==> config.mk <==
export PLATFORM = sky130hd
export DESIGN_NAME = wb_result_queue
export DESIGN_NICKNAME = d
export VERILOG_FILES = /design/src/rtl/pipeline_pkg.sv /design/src/rtl/wb_result_queue.sv
export SDC_FILE = /design/constraint.sdc
export NUM_CORES = 1
export LEC_CHECK = 0
export CAP_MARGIN = 10
export CELL_PAD_IN_SITES_DETAIL_PLACEMENT = 0
export CELL_PAD_IN_SITES_GLOBAL_PLACEMENT = 2
export CORE_ASPECT_RATIO = 1.1
export CORE_MARGIN = 10
export CORE_UTILIZATION = 36
export CTS_CLUSTER_DIAMETER = 120
export DETAILED_ROUTE_END_ITERATION = 12
export GPL_TIMING_DRIVEN = 0
export PLACE_DENSITY_LB_ADDON = 0.1
export REMOVE_ABC_BUFFERS = 1
export SYNTH_ARGS = -nofsm -noshare
export SYNTH_HDL_FRONTEND = slang
export SYNTH_SLANG_ARGS = --single-unit
==> constraint.sdc <==
create_clock -name i_clk -period 19.9 [get_ports i_clk]
set_input_delay 2.985 -clock i_clk [delete_from_list [all_inputs] [get_ports i_clk]]
set_output_delay 2.985 -clock i_clk [all_outputs]
set_load 0.005 [all_outputs]
==> src/rtl/pipeline_pkg.sv <==
// Shared pipeline types: the result/writeback packet and the default depth
// of the per-unit writeback result queue.
package pipeline_pkg;

    localparam int WB_QUEUE_DEPTH_DEFAULT = 2;

    typedef struct packed {
        logic        valid;
        logic        wren;
        logic [4:0]  rd;
        logic [31:0] pc;
        logic [31:0] data;
    } pipe_t;

endpackage

==> src/rtl/wb_result_queue.sv <==
// Small FIFO between a multi-cycle unit and the writeback arbiter.
// Optional macro WB_QUEUE_BYPASS_EN lets a result reach o_wb_pkg in the same cycle when the queue is empty.
module wb_result_queue
    import pipeline_pkg::*;
#(
    parameter int DEPTH = WB_QUEUE_DEPTH_DEFAULT
) (
    input  logic                       i_clk,
    input  logic                       i_rst,
    input  logic                       i_flush,
    input  pipe_t                      i_result_pkg,
    output logic                       o_ready,
    output pipe_t                      o_wb_pkg,
    input  logic                       i_ack,
    output logic [$clog2(DEPTH+1)-1:0] o_count,
    output logic                       o_full,
    output logic                       o_empty
);

    localparam int PTR_W = $clog2(DEPTH);
    localparam int CNT_W = $clog2(DEPTH + 1);

    pipe_t            mem [DEPTH];
    logic [PTR_W-1:0] rd_ptr_reg;
    logic [PTR_W-1:0] wr_ptr_reg;
    logic [CNT_W-1:0] count_reg;
    logic [CNT_W-1:0] count_next;

    logic  push_req;
    logic  pop;
    logic  store;
    pipe_t head;

    assign o_full   = (count_reg == CNT_W'(DEPTH));
    assign o_empty  = (count_reg == '0);
    assign o_ready  = !o_full;
    assign o_count  = count_reg;

    assign push_req = i_result_pkg.valid & i_result_pkg.wren & o_ready;
    assign pop      = i_ack & !o_empty;

`ifdef WB_QUEUE_BYPASS_EN
    logic bypass_hit;
    // An empty queue forwards the incoming result; if it is acked at once it never needs storing.
    assign bypass_hit = o_empty & push_req & !i_flush;
    assign store      = push_req & !(bypass_hit & i_ack);
`else
    assign store      = push_req;
`endif

    always_comb begin
        count_next = count_reg;
        case ({store, pop})
            2'b10:   count_next = count_reg + CNT_W'(1);
            2'b01:   count_next = count_reg - CNT_W'(1);
            default: count_next = count_reg;
        endcase
    end

    always_ff @(posedge i_clk) begin
        if (i_rst || i_flush) begin
            rd_ptr_reg <= '0;
            wr_ptr_reg <= '0;
            count_reg  <= '0;
        end else begin
            if (store)
                wr_ptr_reg <= wr_ptr_reg + PTR_W'(1);
            if (pop)
                rd_ptr_reg <= rd_ptr_reg + PTR_W'(1);
            count_reg <= count_next;
        end
    end

    always_ff @(posedge i_clk) begin
        if (store && !i_rst && !i_flush)
            mem[wr_ptr_reg] <= i_result_pkg;
    end

    assign head = o_empty ? pipe_t'('0) : mem[rd_ptr_reg];

`ifdef WB_QUEUE_BYPASS_EN
    assign o_wb_pkg = bypass_hit ? i_result_pkg : head;
`else
    assign o_wb_pkg = head;
`endif

endmodule
==> results of run 1 <==
## synthesized netlist by cell type, drive strengths merged
cell and n:
xor2 2, mux2i 71, o21ai 3, nand2 1
ha 1, dfxtp 5, nor3 2, buf 15
xnor2 1, nand3 1, nor2b 1, edfxtp 142
or2 1, a21oi 2, nor2 75, clkbuf 1
inv 3, or3 2
## area by class of cell
cell class	count	area, um2	area share
sequential	147	4368	0.5428
clock buffer	21	440.4	0.05473
clock inverter	11	112.6	0.01399
inverter	3	11.26	0.001399
tap	196	245.2	0.03047
timing repair buffer	169	1753	0.2178
multi-input combinational	163	1117	0.1388
## logic make-up (layout without fill, tap and decap cells)
| family | count (synthesis) | in the layout |
|---|---|---|
| DFF | 147 | 147 |
| adders and majority gates | 1 | 1 |
| buffers and inverters | 19 | 204 |
| AOI/OAI and AO/OA | 5 | 5 |
| muxes | 71 | 71 |
| and+or+nand+nor | 83 | 83 |
| xor gates and xnor gates | 3 | 3 |
## path summary, 6_finish.rpt
check,start,end,slack (ps)
setup / recovery,flip-flop,o_wb_pkg[18],14610
setup reg to reg,o_count[0],mem[1][55],17420
hold reg to reg,rd_ptr_reg,flip-flop,510
hold / removal,rd_ptr_reg,flip-flop,510
## power by group
group	internal [mW]	switching [mW]	total (mW)
clock network	0.183	0.114	0.296
registers	0.343	0.00160	0.344
logic	0.0266	0.0156	0.0422
## worst min-delay path: stages (launching register included)
cell and delay, ps:
dfxtp_1 320, xor2_1 80, nor2_1 70
## through the flow
stage	setup slack (ps)	total power [mW]	cells
detailed placement	14570	0.3938	678
global placement	7394	0.3930	659
finish	14610	0.6831	710
CTS	14510	0.6921	710
global route	14460	0.7129	710
floorplan	11150	0.3625	313
## routing by layer
layer  wire length [um]  track usage  share of wire
met1               4812       0.1275           0.38
met2               6642       0.2080           0.53
met3                876      0.05104          0.070
met4                198      0.05222          0.016
met5                  0            0              0
==> summary.md, run 1 <==
| Metric | Value |
|---|---|
| Post-synthesis compound-gate area fraction | 0.004506 |
| Final setup fails | 0 |
| Outcome | completed |
| Via Count | 3217 |
| CTS Hold Bufs | 0 |
| Number of buffers created by CTS | 17 |
| CTS tree | built |
| Critical Path Fanout Max | 38 |
| Multiplexer share of the synthesized area | 0.1280 |
| Rel. slew slack | 0.4808 |
| Fill count | 1259 |
| Crit path max-delay family | buffers and inverters |
| Port Buffers | 150 |
| DRT Wirelength | approximately 13000 um |
| Diodes inserted | 0 |
| Starting Density | 0.3675 |
| First-pass GRT wire length | between 15000 and 20000 um |
| Nets | around 580 |
| Maximum VDD drop | 0.04069 mV |
| # IOs | 151 |
| Critical-path cell list | buf_16, mux2i_1, nor2_1, clkdlybuf4s50_1 |
| Max-cap violation count | 0 |
| Drt wl/cell | between 15 and 20 um |
| GRT Util Overall | 0.1206 |
| Post-layout util | 0.5325 |
| CP endpoint kind | output port |
| Static Leakage | between 2 and 3 nW |
| Clock tree buffer depth | 2 |
| Site Rows | 47 |
| Synth unique cells | 18 |
| Max reg flops | ~140 |
| Mapped Cells | 329 |
| Share of layout cells above drive strength 1 | 0.09922 |
| Worst hold path type | reg -> reg |
| Most frequent cells in the layout | 150 x clkdlybuf4s50_1, 142 x edfxtp_1, 74 x nor2_1, 71 x mux2i_1, 17 x clkbuf_16 |
| Die height | around 150 um |
| Critical path's largest stage delay | approximately 760 ps |
| Clk Latency, worst-skew pair | between 400 and 500 ps |
| Final Cell Area | slightly above 8000 um2 |
| PD cells | 84.88 nW/um2 |
| Ys Warns | 0 |
| Placed Area | 7495 um2 |
| Fmax | roughly 190 MHz |
| Yosys top cell area share | 0.7677 |
| Pin count of the biggest net entering global routing | 39 |
| Root buffer cell | clkbuf_16 |
| Tmin final | roughly 5300 ps |
| Syn Area/Cell | ~17 um2 |
| Worst-path clk slew | about 50 ps |
| Final hold slack | between 500 and 600 ps |
| CTS sink cnt | 147 |
| Hold depth | 2 |
| Drt first-iter violations | 114 |
| Vias in the first global route | around 3400 |
| Commonest non-fill, non-tap cell in the layout | clkdlybuf4s50_1 |
| Post-CTS Resized | 0 |
| Final ANT Viol Nets | 0 |
| Core Footprint | 15110 um2 |
| Syn Std Cell Area | roughly 5600 um2 |
| Global placer's final weighted congestion | roughly 0.68 |
| CTS H-tree depth | 4 |
| Die W | about 140 um |
| Post-synthesis register bit count | ~150 |
| Kind of critical path | reg -> out |
| Die area | 20800 um2 |
| Area Growth Syn to Fin | 44.90% |
| Total negative slack | 0 ps |
| Via density | roughly 4.5 |
| Post-Synth Adder-Cell Area | 0.002253 |
| Pre-antenna DRT Iters | 4 |
| Final hold vios | 0 |
| Post-Synth Simple-Gate Area | 0.05857 |
| Main combinational cell family by area after synthesis | multiplexers |
| Final max-slew violation count | 0 |
| HPWL Detailed | 8961 um |
| Worst-margin pin slew | 774.6 ps |
| Worst endpoint required time | roughly 17000 ps |
| Largest area contributor in the netlist | edfxtp_1 |
| Biggest register | mem |
| Critical path's slowest cell | dfxtp_4 |
| Levels on crit path | 4 |
| Critical path buffers and inverters | 2 |
| Crit share post-route | 0.2660 |
| Crit path DAT | 2310 ps |
| XOR/XNOR share of the synthesized area | 0.004731 |
| Clk_skew | between 6 and 7 ps |
| Overflow after GRT | 0 |
| DRC | 0 |
| Initial antenna violation count | 0 |
| Post-CTS setup buffers | 0 |
| RSZ-0062 raised after global routing | no |
| Sequential share of the synthesized area | 0.7858 |
| Worst Reg-to-Reg Cells | 7 |
| Top cells by area, synth | edfxtp_1 77%, mux2i_1 13%, nor2_1 5.1% |
| CP Launch Type | flip-flop |
(Power assumes the default switching activity.)
==> run 2, diff against run 1 <==
- CORE_UTILIZATION: 36 -> 30
- clock period: 19.9 -> 4.7 ns (I/O delays scaled with it)
==> run 2 against run 1 <==
  * Count of clock-buffer cells in the layout fell by 2
  * Utilization decreased by 8.4 points
  * Final area increased by 1.8%
  * Via count did not move
  * Largest cell class unchanged
  * Highest routed layer unchanged
==> summary.md, run 2 (synthesis results as in run 1) <==
| Metric | Value |
|---|---|
| Static Leakage | 2.601 nW (+1.3%) |
| CTS H-tree depth | 4 (unchanged) |
| Rel. slew slack | 0.5313 (+0.05054) |
| Post-layout util | 0.4482 (-0.08430) |
| Crit share post-route | 0.6478 |
| Critical Path Fanout Max | 36 (-5.3%) |
| Final Power | 3.052 mW (+350%) |
| HPWL Detailed | 9110 um (+1.7%) |
| Final ANT Viol Nets | 0 (unchanged) |
| Worst hold path type | reg -> reg |
| Core Footprint | 18280 um2 (+21%) |
| Setup WS post-layout | 1655 ps (-12950 ps) |
| Worst endpoint required time | 3990 ps (-12920 ps) |
| First-pass GRT wire length | 19730 um (+3.7%) |
| Final hold vios | 0 (unchanged) |
| Biggest register | mem |
| Critical path's slowest cell | dfxtp_4 |
| Most frequent cells in the layout | 150 x clkdlybuf4s50_1, 142 x edfxtp_1, 74 x nor2_1, 71 x mux2i_1, 17 x clkbuf_16 |
| Worst-path clk slew | 60 ps (about the same) |
| FF-to-FF Start | o_count[0] |
| Post-CTS setup buffers | 0 (unchanged) |
| Commonest non-fill, non-tap cell in the layout | clkdlybuf4s50_1 |
| Hold depth | 2 (unchanged) |
| Critical-path cell list | buf_16, mux2i_1, nor2_1, clkdlybuf4s50_1 |
| Critical path's largest stage delay | 800 ps (+40 ps) |
| CP Launch Type | flip-flop |
| Starting Density | 0.3038 (-0.06371) |
| Tmin final | between 3000 and 4000 ps |
| Worst-margin pin slew | 703.0 ps (-71.59 ps) |
| Final max-slew violation count | 0 (unchanged) |
| Vias in the first global route | 3436 (+1.6%) |
| Fmax | around 330 MHz |
| CTS Hold Bufs | 0 (unchanged) |
| Post-CTS Resized | 0 (unchanged) |
| Pre-antenna DRT Iters | 4 (unchanged) |
| R2R Path End | mem[1][6] |
| Worst reg2reg setup slack | 2130 ps (-15290 ps) |
| Nets | 577 (unchanged) |
| # IOs | 151 (unchanged) |
| CP endpoint kind | output port |
| Crit path max-delay family | buffers and inverters |
| Via density | 4.250 (-6.2%) |
| Share of layout cells above drive strength 1 | 0.1070 (+0.007782) |
| Initial antenna violation count | 0 (unchanged) |
| Final setup fails | 0 (unchanged) |
| Die height | 162.7 um (+8.3%) |
| Crit path DAT | 2340 ps (+30 ps) |
| PD cells | 372.4 nW/um2 (+340%) |
| CTS tree | built |
| CTS sink cnt | 147 (unchanged) |
| Max-cap violation count | 0 (unchanged) |
| Via Count | 3217 (unchanged) |
| Pin count of the biggest net entering global routing | 37 (-5.1%) |
| Die area | 24360 um2 (+17%) |
| Maximum VDD drop | 0.2174 mV (+430%) |
| Pre-CTS setup slack | 1546 ps (-13020 ps) |
| Dpl cells | 725 (+6.9%) |
| Root buffer cell | clkbuf_16 |
| Overflow after GRT | 0 (unchanged) |
| Max reg flops | 142 (unchanged) |
| GRT Util Overall | 0.1074 (-0.01324) |
| Non-filler cells, final | 757 (+6.6%) |
| Die W | 149.7 um (+8.2%) |
| Area Growth Syn to Fin | 47.53% |
| Number of buffers created by CTS | 17 (unchanged) |
| Clk Latency, worst-skew pair | 410 ps (about the same) |
| Global placer's final weighted congestion | 0.7012 (+3.7%) |
| DRT Wirelength | 13080 um (+4.4%) |
| Port Buffers | 150 (unchanged) |
| Kind of critical path | reg -> out |
| Clock tree buffer depth | 2 (unchanged) |
| Worst Reg-to-Reg Cells | 8 (+1) |
| Min-delay src | rd_ptr_reg |
| Outcome | completed |
| Site Rows | 52 (+11%) |
| Drt wl/cell | 17.28 um (-2.1%) |
| Drt first-iter violations | 91 (-20%) |
| DRC | 0 (unchanged) |
| Clk_skew | 6.294 ps (-0.3837 ps) |
| Diodes inserted | 0 (unchanged) |
| RSZ-0062 raised after global routing | no |
| Critical path buffers and inverters | 2 (unchanged) |
-- run 2: cell count changes in the layout (fill, tap and decap cells not counted), sizes merged --
cell	before	now
clkbuf	21	19
inv	3	4
clkinvlp	2	4
clkinv	7	4
bufinv	2	4
-- run 2: layer usage --
layer | up-vias | part of all wire | global-route usage
met2 | 80 | 0.51 | 0.1805
met5 | - | 0 | 0
met3 | 10 | 0.055 | 0.04058
met4 | 0 | 0.013 | 0.03979
met1 | 1559 | 0.42 | 0.1216
li1 | 1568 | - | -
-- run 2: cell type report --
cell class / count / area [um2]
fill: 1643 / 10090
sequential: 147 / 4368
timing repair buffer: 169 / 1768
multi-input combinational: 163 / 1117
clock buffer: 19 / 442.9
tap: 243 / 304.0
clock inverter: 13 / 182.7
inverter: 3 / 11.26
-- run 2: metrics by stage --
stage          instance area (um2)  TNS (ps)  hold slack, ps
2_1_floorplan                 5475   -250700           471.7
3_3_place_gp                  7281   -929240           482.7
3_5_place_dp                  7569         0           486.3
4_1_cts                       8194         0           512.1
5_1_grt                       8194         0           535.8
6_report                      8194         0           508.0
-- run 2: worst register-to-register path, cell delays in order (launching register included) --
cell and delay (ps):
dfxtp_1 510, nor2b_1 150, inv_1 110, nand3_1 160
nor3_2 550, buf_6 230, buf_6 180, buf_6 190
buf_4 200
-- run 2: worst max path at each step --
stage                startpoint            to  slack, ps  cells after the start
6_report              flip-flop  o_wb_pkg[18]       1660                      4
5_1_grt               flip-flop  o_wb_pkg[39]       1480                      4
4_1_cts               flip-flop   o_wb_pkg[9]       1570                      4
3_5_place_dp   i_result_pkg[70]    mem[1][34]       1550                      7
3_3_place_gp   i_result_pkg[69]    mem[0][34]      -5780                      3
2_1_floorplan           i_flush     mem[0][0]      -1770                      2
-- run 2: report_power, final --
group / internal [mW] / total [mW] / switching (mW) / leakage (nW)
combinational: 0.114 / 0.180 / 0.0664 / 0.981
clock: 0.901 / 1.41 / 0.512 / 0.295
sequential: 1.45 / 1.46 / 0.00696 / 1.32
total: 2.47 / 3.05 / 0.585 / 2.60
==> run 3, diff against run 2 <==
- CORE_UTILIZATION: 30 -> 33
- clock period: 4.7 -> 3.05 ns (I/O delays scaled with it)
==> run 3 against run 2 <==
  * Clock skew increased by 2.7 ps
  * Highest routed layer unchanged
  * Utilization increased by 4.4 points
  * Power grew 50%
  * Non-clock buffer count stayed put
  * Critical path depth did not move
  * Die area fell by 7.9%
  * Clock power up 46%
==> summary.md, run 3 (synthesis results as in run 1) <==
| Metric | Value |
|---|---|
| Global placer's final weighted congestion | 0.6789 (-3.2%) |
| HPWL Detailed | 9117 um (about the same) |
| Overflow after GRT | 0 (unchanged) |
| # IOs | 151 (unchanged) |
| DRC | 0 (unchanged) |
| Final hold vios | 0 (unchanged) |
| Rel. slew slack | 0.4681 (-0.06325) |
| Final Cell Area | 8087 um2 (-1.3%) |
| Static Leakage | 2.586 nW (-0.59%) |
| Post-CTS Resized | 0 (unchanged) |
| CTS sink cnt | 147 (unchanged) |
| Drt wl/cell | 18.19 um (+5.2%) |
| CTS H-tree depth | 4 (unchanged) |
| Core Footprint | 16430 um2 (-10%) |
| PD cells | 567.0 nW/um2 (+52%) |
| Fmax | roughly 360 MHz |
| Tmin final | around 2800 ps |
| Share of layout cells above drive strength 1 | 0.1051 (-0.001946) |
| Final Power | 4.585 mW (+50%) |
| Final max-slew violation count | 0 (unchanged) |
| Setup WS post-layout | 295.3 ps (-1360 ps) |
| Maximum VDD drop | 0.3568 mV (+64%) |
| Pre-antenna DRT Iters | 4 (unchanged) |
| Worst hold path type | reg -> reg |
| Vias in the first global route | 3538 (+3.0%) |
| Pin count of the biggest net entering global routing | 46 (+24%) |
| Worst-margin pin slew | 793.6 ps (+90.55 ps) |
| Clk Latency, worst-skew pair | 410 ps (about the same) |
| Site Rows | 49 (-5.8%) |
| Diodes inserted | 0 (unchanged) |
| Critical Path Fanout Max | 45 (+25%) |
| Final ANT Viol Nets | 0 (unchanged) |
| Commonest non-fill, non-tap cell in the layout | clkdlybuf4s50_1 |
| Max-cap violation count | 0 (unchanged) |
| RSZ-0062 raised after global routing | no |
| Max reg flops | 142 (unchanged) |
| CTS tree | built |
| Crit path DAT | 2300 ps (-40 ps) |
| Number of buffers created by CTS | 17 (unchanged) |
| CP Launch Type | flip-flop |
| Post-CTS setup buffers | 0 (unchanged) |
| Via Count | 3220 (+0.093%) |
| Worst endpoint required time | 2590 ps (-1400 ps) |
| Starting Density | 0.3380 (+0.03424) |
| Worst-path clk slew | 50 ps (about the same) |
| Die area | 22430 um2 (-7.9%) |
| Pre-CTS setup slack | 341.8 ps (-1204 ps) |
| Outcome | completed |
| Most frequent cells in the layout | 150 x clkdlybuf4s50_1, 142 x edfxtp_1, 74 x nor2_1, 71 x mux2i_1, 17 x clkbuf_16 |
| Area Growth Syn to Fin | 45.60% |
| Initial antenna violation count | 0 (unchanged) |
| Via density | 4.485 (+5.5%) |
| DRT Wirelength | 13060 um (-0.18%) |
| Drt first-iter violations | 171 (+88%) |
| Kind of critical path | reg -> out |
| Nets | 577 (unchanged) |
| Crit share post-route | 0.9032 |
| GRT Util Overall | 0.1210 (+0.01364) |
| First-pass GRT wire length | 20310 um (+2.9%) |
| Min-delay src | rd_ptr_reg |
| Placed Area | 7497 um2 (-0.94%) |
| FF-to-FF Start | o_count[0] |
| Die height | 156.1 um (-4.1%) |
| CP endpoint kind | output port |
| Root buffer cell | clkbuf_16 |
| Port Buffers | 150 (unchanged) |
| Final setup fails | 0 (unchanged) |
| Clk_skew | 8.958 ps (+2.664 ps) |
| Biggest register | mem |
| Die W | 143.7 um (-4.0%) |
| Clock tree buffer depth | 2 (unchanged) |
| CTS Hold Bufs | 0 (unchanged) |
run 3: worst paths after layout:
| kind | cells after the start | endpoint | slack [ps] |
|---|---|---|---|
| worst min-delay path | 2 | flip-flop | 500 |
| worst max-delay path | 4 | o_wb_pkg[28] | 300 |
| worst max register to register | 6 | mem[0][38] | 710 |
| worst min register to register | 2 | flip-flop | 500 |
run 3: layout make-up:
cell class	instances	area, um2
Clock inverter	15	163.9
Sequential cell	147	4368
Multi-Input combinational cell	163	1117
Fill cell	1446	8344
Clock buffer	17	425.4
Inverter	3	11.26
Tap cell	204	255.2
Timing Repair Buffer	169	1745
run 3: report_power, final:
group | switching, mW | total (mW) | internal (mW) | leakage [nW]
logic | 0.103 | 0.276 | 0.173 | 0.974
registers | 0.00968 | 2.25 | 2.24 | 1.32
clock network | 0.787 | 2.06 | 1.28 | 0.288
run 3: layer usage:
metal,GRT usage,routed length [um],part of all wire
met3,0.05542,997,0.076
met4,0.03650,116,0.0089
met5,0,0,0
met1,0.1363,5186,0.40
met2,0.2009,6756,0.52
run 3: worst max-delay path, cell delays in order (launching register included):
cell and delay, ps:
dfxtp_4 700, buf_16 350, mux2i_1 120, nor2_1 130, clkdlybuf4s50_1 540
run 3: per-stage QoR:
| step | instances | hold slack (ps) | util | setup TNS (ps) |
|---|---|---|---|---|
| 6_report | 718 | 499.3 | 0.4922 | 0 |
| 5_1_grt | 718 | 527.1 | 0.4922 | 0 |
| 4_1_cts | 718 | 504.7 | 0.4922 | 0 |
| 3_5_place_dp | 686 | 496.8 | 0.4563 | 0 |
| 3_3_place_gp | 667 | 487.1 | 0.4401 | -1228620 |
| 2_1_floorplan | 313 | 471.7 | - | -471630 |
==> variant, RTL diff (settings of run 3) <==
Change the package constant `WB_QUEUE_DEPTH_DEFAULT` from 2 to 8.
--- a/src/rtl/pipeline_pkg.sv
+++ b/src/rtl/pipeline_pkg.sv
@@ -2,7 +2,7 @@
 // of the per-unit writeback result queue.
 package pipeline_pkg;
 
-    localparam int WB_QUEUE_DEPTH_DEFAULT = 2;
+    localparam int WB_QUEUE_DEPTH_DEFAULT = 8;
 
     typedef struct packed {
         logic        valid;
Interface: changed (resized o_count); port bits go from 151 to 153. The function was not compared with the original's and may differ.
==> variant against run 3 <==
Count of clock-buffer cells in the layout is 64 higher. Wire length rose to 4.2 times the old value. Sequential cell count up 434. Power increased to 3.6 times the old value. Die area grew to 3.5 times the old value. Largest cell class unchanged. Area after synthesis grew to 4.0 times the old value. Worst setup slack worse by 0.25 ns. Cell area rose to 3.5 times the old value.
==> variant: results (changes against run 3) <==
run status=completed; net total in the final layout=1350 (+130%); net switching fraction of the power=19.7% (+0.039 points); XOR/XNOR share of the synthesized area=0.236% (-0.24 points); DR vias/cell=4.87 (+8.6%); gp weighted congestion=0.643 (-5.3%); Async S/R FF share, synth=0% (unchanged); transition at the pin with the smallest max-transition slack=0.802 ns (+0.00887 ns); global-route wire length before repair=79100 um (+290%); count of input and output buffers=152 (+1.3%); worst slack at placement=-0.669 ns (-1.01 ns); DRT Wirelength=54800 um (+320%); fraction of synthesized area in multiplexers=17.7% (+4.9 points); clock slew seen by the registers of the worst setup and hold paths=0.06 ns; fraction of layout cells with a size suffix above 1=31.0% (+21 points); part of the power in combinational logic=3.4% (-2.6 points); maximum number of pins on one net before global-route repair=32 (-30%); number of antenna violations at the first check in global routing=4 (+4); # diodes=0 (unchanged); yosys warns=0 (unchanged); count of flip-flops with a built-in enable after synthesis=568 (+300%); leading post-synthesis cells by cell area=sky130_fd_sc_hd__edfxtp_1 77%, sky130_fd_sc_hd__mux4_2 14%, sky130_fd_sc_hd__mux2i_1 3.3%; Leak=0.00918 uW (+260%); max reg flops=568 (+300%); vias in the first global route=11.5k (+220%); Seq power=8790 uW (+290%); crit path max fanout=7 (-84%); number of buffers added by the clock tree synthesis step=59 (+42); fill cell count=5809 (+300%); deepest level of the CTS H-tree=2 (-2); Global Route Usage Sum=13.9% (+1.8 points); Yosys cell types=34 (+16); clock insertion delay at the later pin of the skew report=0.61 ns (+0.20 ns); synthesized-area fraction occupied by ao, oa, aoi and oai cells=0.157% (-0.29 points); path type of the worst min-delay path=in2reg; DR iter-0 viols=550 (+220%); largest register by flop count=mem; total iterations of the first detailed-routing run=4 (unchanged); Pwr Total=16400 uW (+260%); Post-Route Skew=0.0134 ns (+0.00445 ns); detailed-placement wirelength estimate=32000 um (+250%); CTS Root Buffer Type=sky130_fd_sc_hd__clkbuf_16; most frequent cells after synthesis=568 x sky130_fd_sc_hd__edfxtp_1, 140 x sky130_fd_sc_hd__mux4_2, 91 x sky130_fd_sc_hd__nor2_1; post-synthesis adder-cell area fraction=0.371% (+0.15 points); sequential fraction of the synthesis area=77.8% (-0.80 points); CTS Buffer Depth=3 (+1); data arrival time of the worst path=2.55 ns (+0.25 ns); maximum resistive drop on vdd=0.000329 V (-7.8%)
[variant: cell types whose count changed after synthesis, moves of 4 or more]
cell,delta
sky130_fd_sc_hd__buf_1,+5
sky130_fd_sc_hd__buf_12,+9
sky130_fd_sc_hd__clkbuf_1,+15
sky130_fd_sc_hd__dfxtp_1,+8
sky130_fd_sc_hd__edfxtp_1,+426
sky130_fd_sc_hd__ha_1,+4
sky130_fd_sc_hd__mux4_2,+140
sky130_fd_sc_hd__nor2_1,+16
[variant: metrics by stage]
stage,std cells,hold WS (ns),cell area (sq um),utilization [%]
6_report,2176,0.504,28600,42.9
3_3_place_gp,1937,0.502,24500,36.8
4_1_cts,2149,0.468,28100,42.2
3_5_place_dp,2001,0.517,25600,38.5
2_1_floorplan,927,0.484,21900,-
5_1_grt,2176,0.504,28600,42.9
[variant: path summary, 6_finish.rpt]
check	start	cells past startpoint	endpoint	slack, ns
setup reg to reg	o_count[1]$_SDFFE_PP0P_	6	mem[6][33]$_DFFE_PP_	0.21
hold reg to reg	o_count[3]$_SDFFE_PP0P_	2	o_count[3]$_SDFFE_PP0P_	0.51
setup / recovery	register	9	o_wb_pkg[52]	0.04
hold / removal	i_flush	4	o_count[3]$_SDFFE_PP0P_	0.50
[variant: cell type report]
type                       instances  area share, %
timing repair buffer             281           12.3
multi-input combinational        341           16.6
sequential                       581           60.7
inverter                           5         0.0657
clock inverter                    29          0.915
tap                              858           3.76
clock buffer                      81           5.71
[variant: logic make-up after synthesis]
group           count (synthesis)
simple gates                  108
fa+ha+maj                       6
compound gates                  6
mux                           215
buf+inv                        55
flops                         581
xor+xnor                        6
[variant: per-layer routing]
layer  wire length (um)  global-route usage [%]  vias up
li1                   -                       -     4664
met1              25000                    18.7     5686
met2              26500                    22.5      167
met3               2360                    3.08       74
met4                901                    3.27        8
met5                 61                       0        -
[variant: what timing repair did]
item / in CTS / in global routing
setup buffers: 28 / 21
pin swaps: 4 / 11
setup endpoints to repair: 90 / 50
gates resized for setup: 102 / 62
hold endpoints to repair: 0 / 0
gates cloned: 10 / 6
[variant: critical path: stages, from the launching register on]
cell                      delay (ns)
sky130_fd_sc_hd__dfxtp_4        0.38
sky130_fd_sc_hd__buf_16         0.15
sky130_fd_sc_hd__buf_16         0.17
sky130_fd_sc_hd__buf_12         0.12
sky130_fd_sc_hd__buf_16         0.12
sky130_fd_sc_hd__buf_8          0.10
sky130_fd_sc_hd__mux4_2         0.50
sky130_fd_sc_hd__mux2i_2        0.17
sky130_fd_sc_hd__nor2_2         0.08
sky130_fd_sc_hd__buf_2          0.13
